<file path="src/rtl/riscv_debug_ring_ext_arbiter.sv">
// Packet-granular round-robin arbiter for a debug ring extension channel.
// Several sources share one channel. A grant is held from the first flit of a
// packet up to and including its last flit, so packets never interleave. The
// output is a single registered flit stage with a valid/ready handshake.
// Optional build macro RISCV_DBG_ARB_PKTCNT_EN adds per-source packet counters
// (pkt_cnt) and a synchronous clear input (pkt_cnt_clr).
module riscv_debug_ring_ext_arbiter #(
    parameter int unsigned XLEN  = 64,
    parameter int unsigned PORTS = 4,
    localparam int unsigned PW   = (PORTS > 1) ? $clog2(PORTS) : 1
) (
    input  logic                       clk,
    input  logic                       rst,
    input  logic [PORTS-1:0][XLEN-1:0] in_data,
    input  logic [PORTS-1:0]           in_last,
    input  logic [PORTS-1:0]           in_valid,
    output logic [PORTS-1:0]           in_ready,
    output logic [XLEN-1:0]            out_data,
    output logic                       out_last,
    output logic                       out_valid,
    input  logic                       out_ready,
    output logic [PW-1:0]              grant_id,
    output logic                       busy
`ifdef RISCV_DBG_ARB_PKTCNT_EN
    ,
    input  logic                       pkt_cnt_clr,
    output logic [PORTS-1:0][15:0]     pkt_cnt
`endif
);

    typedef enum logic {StIdle, StLocked} state_e;

    state_e          state_q, state_d;
    logic [PW-1:0]   rr_ptr_q, rr_ptr_d;
    logic [PW-1:0]   grant_q, grant_d;
    logic [PW-1:0]   rr_sel;
    logic [PW-1:0]   rr_idx;
    logic            req_any;
    logic            out_free;
    logic            xfer;
    logic            xfer_last;

    logic [XLEN-1:0] out_data_q;
    logic            out_last_q;
    logic            out_valid_q;

    // Round-robin search: first requesting index starting at rr_ptr.
    always_comb begin
        rr_sel  = '0;
        rr_idx  = '0;
        req_any = 1'b0;
        for (int unsigned k = 0; k < PORTS; k++) begin
            rr_idx = PW'((32'(rr_ptr_q) + k) % PORTS);
            if (!req_any && in_valid[rr_idx]) begin
                req_any = 1'b1;
                rr_sel  = rr_idx;
            end
        end
    end

    // The output stage can take a flit when empty or draining this cycle.
    assign out_free  = !out_valid_q || out_ready;
    assign xfer      = (state_q == StLocked) && in_valid[grant_q] && out_free;
    assign xfer_last = xfer && in_last[grant_q];

    // Only the locked source ever sees ready.
    always_comb begin
        in_ready = '0;
        if (state_q == StLocked) begin
            in_ready[grant_q] = out_free;
        end
    end

    // Next-state logic: arbitrate in IDLE, hold the grant until the last flit.
    always_comb begin
        state_d  = state_q;
        grant_d  = grant_q;
        rr_ptr_d = rr_ptr_q;
        unique case (state_q)
            StIdle: begin
                if (req_any) begin
                    grant_d = rr_sel;
                    state_d = StLocked;
                end
            end
            StLocked: begin
                if (xfer_last) begin
                    state_d  = StIdle;
                    rr_ptr_d = (grant_q == PW'(PORTS - 1)) ? '0 : grant_q + 1'b1;
                end
            end
            default: state_d = StIdle;
        endcase
    end

    // Arbiter state registers.
    always_ff @(posedge clk) begin
        if (rst) begin
            state_q  <= StIdle;
            grant_q  <= '0;
            rr_ptr_q <= '0;
        end else begin
            state_q  <= state_d;
            grant_q  <= grant_d;
            rr_ptr_q <= rr_ptr_d;
        end
    end

    // Output flit register: load on transfer, clear valid when drained.
    always_ff @(posedge clk) begin
        if (rst) begin
            out_data_q  <= '0;
            out_last_q  <= 1'b0;
            out_valid_q <= 1'b0;
        end else if (xfer) begin
            out_data_q  <= in_data[grant_q];
            out_last_q  <= in_last[grant_q];
            out_valid_q <= 1'b1;
        end else if (out_valid_q && out_ready) begin
            out_valid_q <= 1'b0;
        end
    end

    assign out_data  = out_data_q;
    assign out_last  = out_last_q;
    assign out_valid = out_valid_q;
    assign grant_id  = grant_q;
    assign busy      = (state_q == StLocked);

`ifdef RISCV_DBG_ARB_PKTCNT_EN
    logic [PORTS-1:0][15:0] pkt_cnt_q;

    // Per-source completed-packet counters; clear has priority over counting.
    always_ff @(posedge clk) begin
        if (rst || pkt_cnt_clr) begin
            pkt_cnt_q <= '0;
        end else if (xfer_last) begin
            pkt_cnt_q[grant_q] <= pkt_cnt_q[grant_q] + 16'd1;
        end
    end

    assign pkt_cnt = pkt_cnt_q;
`endif

endmodule

</file>
<file path="config.mk">
export PLATFORM = sky130hd
export DESIGN_NAME = riscv_debug_ring_ext_arbiter
export DESIGN_NICKNAME = d
export VERILOG_FILES = /design/src/rtl/riscv_debug_ring_ext_arbiter.sv
export SDC_FILE = /design/constraint.sdc
export NUM_CORES = 1
export LEC_CHECK = 0
export ABC_AREA = 1
export CAP_MARGIN = 0
export CORE_AREA = 2 2 132 134
export DETAILED_ROUTE_END_ITERATION = 7
export DIE_AREA = 0 0 134 136
export PLACE_DENSITY = 0.7
export SETUP_SLACK_MARGIN = 0.4
export SLEW_MARGIN = 20
export SYNTH_ARGS = -nofsm -noshare
export SYNTH_HDL_FRONTEND = slang
export SYNTH_SLANG_ARGS = --single-unit
</file>
<file path="constraint.sdc">
create_clock -name clk -period 3.5 [get_ports clk]
set_input_delay 0.7 -clock clk [delete_from_list [all_inputs] [get_ports clk]]
set_output_delay 0.7 -clock clk [all_outputs]
set_load 0.02 [all_outputs]
</file>
==> flow_summary.json <==
{
  "status": "finished, final reports clean",
  "fin_crit_ns": 2.79,
  "skew_ns": 0.00593,
  "arrival_ns": 2.09,
  "drive_gt1_frac": 0.0406,
  "synth_fp_nets": 1028,
  "path_cells": "clkdlybuf4s50_1 -> nor2_1 -> inv_1 -> nand2_1 -> nor2_1 -> clkdlybuf4s50_1",
  "slowest_stage": "clkdlybuf4s50_1",
  "whs_ns": 0.475,
  "grt_pass1_vias": 5832,
  "die_x_um": 134,
  "grt_pass1_wl_um": 29500,
  "synth_area_um2": 4650,
  "io_pins": 340,
  "ir_worst_vdd_uv": 261,
  "synth_edf_count": 0,
  "ys_types": 24,
  "syn_inst": 757,
  "final_nets": 1326,
  "post-dp-hpwl_um": 14100,
  "core.rowCount": 48,
  "grt_overflow_total": 0,
  "yosysMostFrequentCell": "nor2_1",
  "critPathRequiredTime_ns": 2.80,
  "drv_cap": 0,
  "critical_path_class": "input pin to primary output",
  "cts_tree": "yes",
  "area_growth_pct": 79.1,
  "post_cts_buffers": 0,
  "grt_max_degree": 85,
  "path_clk_slew_ns": 0.06,
  "pre_cts_slack_ns": 0.719,
  "synthFlopType": "dfxtp_1",
  "synth_area_leaders": "dfxtp_1, nor2_1, o21ai_0, o22ai_1, o21ai_1",
  "diodes": 0,
  "synthArstFlopShare": 0,
  "max_freq_mhz": 359,
  "crit_buf_inv": 3,
  "cts-hold-fix-buffers": 0,
  "min_period_over_period": 0.796,
  "gp_congestion": 0.882,
  "first_pass_iters": 5,
  "die_h_um": 136,
  "synth_top_area_frac": 0.306,
  "drt-initial-drc-count": 209,
  "clockBufferDepth": 2,
  "routed_wl_um": 19400,
  "clock_sinks": 71,
  "ant_nets": 0,
  "p_per_area_nw_per_um2": 594,
  "track_usage": 0.204,
  "start_util": 0.275,
  "seq_area_um2": 1430,
  "cp_num_cells": 6,
  "avgViaCountPerCell": 4.88,
  "ys_ff_latch": 71,
  "worstMarginPinSlew_ns": 0.815,
  "port_buffers": 339,
  "die-area_um2": 18200,
  "fin_ws_ns": 0.714,
  "cp-end-kind": "primary output",
  "cts_root_buf": "clkbuf_16",
  "critPathTopFamily": "buffers and inverters",
  "max-slew-margin-rel": 0.457,
  "setup_violations": 0,
  "numCtsBuffers": 9,
  "final_cells": 1285,
  "start_kind": "input pin",
  "drc": 0,
  "rsz0062_at_grt": "no",
  "fillers": 1690,
  "clk_latency_ns": 0.33,
  "ys_top_cells_by_count": "nor2_1, o21ai_0, dfxtp_1, o22ai_1, o21ai_1",
  "seq_area_frac_synth": 0.306,
  "avgSynthCellArea_um2": 6.14,
  "max_stage_delay_ns": 0.61,
  "setup_tns_ns": 0,
  "htreeDepth": 3,
  "min_delay_path_depth": 2,
  "hp-class": "register to register",
  "via_count": 6272,
  "yosysWarnings": 0,
  "multi_input_area_um2": 2780,
  "rr_worst_depth": 7,
  "power.leakage_nw": 3.16,
  "dpl.cell_count": 1269,
  "maxSlewViolCount": 0,
  "synth_area_leader_cell": "dfxtp_1",
  "antenna_found_initial": 0,
  "hold_viol": 0,
  "core_area_um2": 16900,
  "cp_max_fo": 5,
  "wl_per_cell_um": 15.1,
  "cts_resized": 0
}
## per-stage QoR
step | util | total power [mW] | instance area, µm²
2_1_floorplan | - | 3.04 | 4650
3_3_place_gp | 0.477 | 4.12 | 8050
6_report | 0.493 | 4.94 | 8320
5_1_grt | 0.493 | 5.34 | 8320
3_5_place_dp | 0.477 | 4.12 | 8050
4_1_cts | 0.493 | 4.99 | 8320
## final timing paths
check / from / slack [ns] / end
worst max-delay path: out_ready / 0.71 / in_ready[2]
worst min-delay path: out_last / 0.47 / out_last
worst min register to register: out_last / 0.47 / out_last
worst max register to register: grant_id[0] / 1.19 / rr_ptr_q[0]
## final cells by class
class / instances / area share
Clock buffer: 12 / 0.0308
Clock inverter: 4 / 0.00241
Inverter: 15 / 0.00797
Multi-Input combinational cell: 607 / 0.333
Sequential cell: 71 / 0.171
Tap cell: 225 / 0.0338
Timing Repair Buffer: 351 / 0.420
## worst register-to-register path, stage by stage (launching register included)
cell	delay, ns
dfxtp_4	0.41
inv_8	0.25
buf_4	0.69
o21ai_1	0.24
o21ai_1	0.22
nand3_2	0.19
o21ai_1	0.16
nor2_1	0.05
## power breakdown
| part | internal [mW] | total [mW] | switching (mW) |
|---|---|---|---|
| registers | 1.03 | 1.17 | 0.140 |
| logic | 1.22 | 2.92 | 1.71 |
| clock network | 0.513 | 0.846 | 0.332 |
| total | 2.76 | 4.94 | 2.18 |
## layer usage
layer	vias to the layer above	wire (µm)	global-route usage
met5	-	0	0
met4	0	463	0.0733
met3	34	1650	0.0615
met2	264	9630	0.373
met1	2819	7630	0.223
li1	3155	-	-
## layout by cell type, fill, tap and decap left out
cell / instances
nand3_1: 10
nand2_1: 45
o21ai_0: 142
o211ai_2: 1
buf_12: 1
buf_4: 11
a21oi_2: 1
clkinv_2: 4
o22ai_1: 64
inv_2: 4
o21ai_2: 1
clkbuf_8: 2
inv_4: 1
clkbuf_16: 9
dfxtp_1: 69
nand3_2: 1
clkdlybuf4s50_1: 339
nor2_2: 1
ha_1: 4
dfxtp_4: 1
o21ai_1: 56
inv_8: 1
nand2_2: 3
inv_1: 9
a21oi_1: 5
dfxtp_2: 1
nor2_1: 273
clkbuf_1: 1
## logic make-up (layout without fill, tap and decap cells)
group	Yosys count	count (layout)	share of synthesized area
DFF	71	71	0.306
AOI/OAI and AO/OA	270	270	0.311
and+or+nand+nor	333	333	0.275
adders and majority gates	4	4	0.0108
buffers and inverters	79	382	0.0967
## sequential cells by signal, summed over array words and instances (netlist names)
name,count
grant_id,2
busy,1
out_last,1
rr_ptr_q,2
out_data,64
out_valid,1
Power figures use the tool's default switching activity.
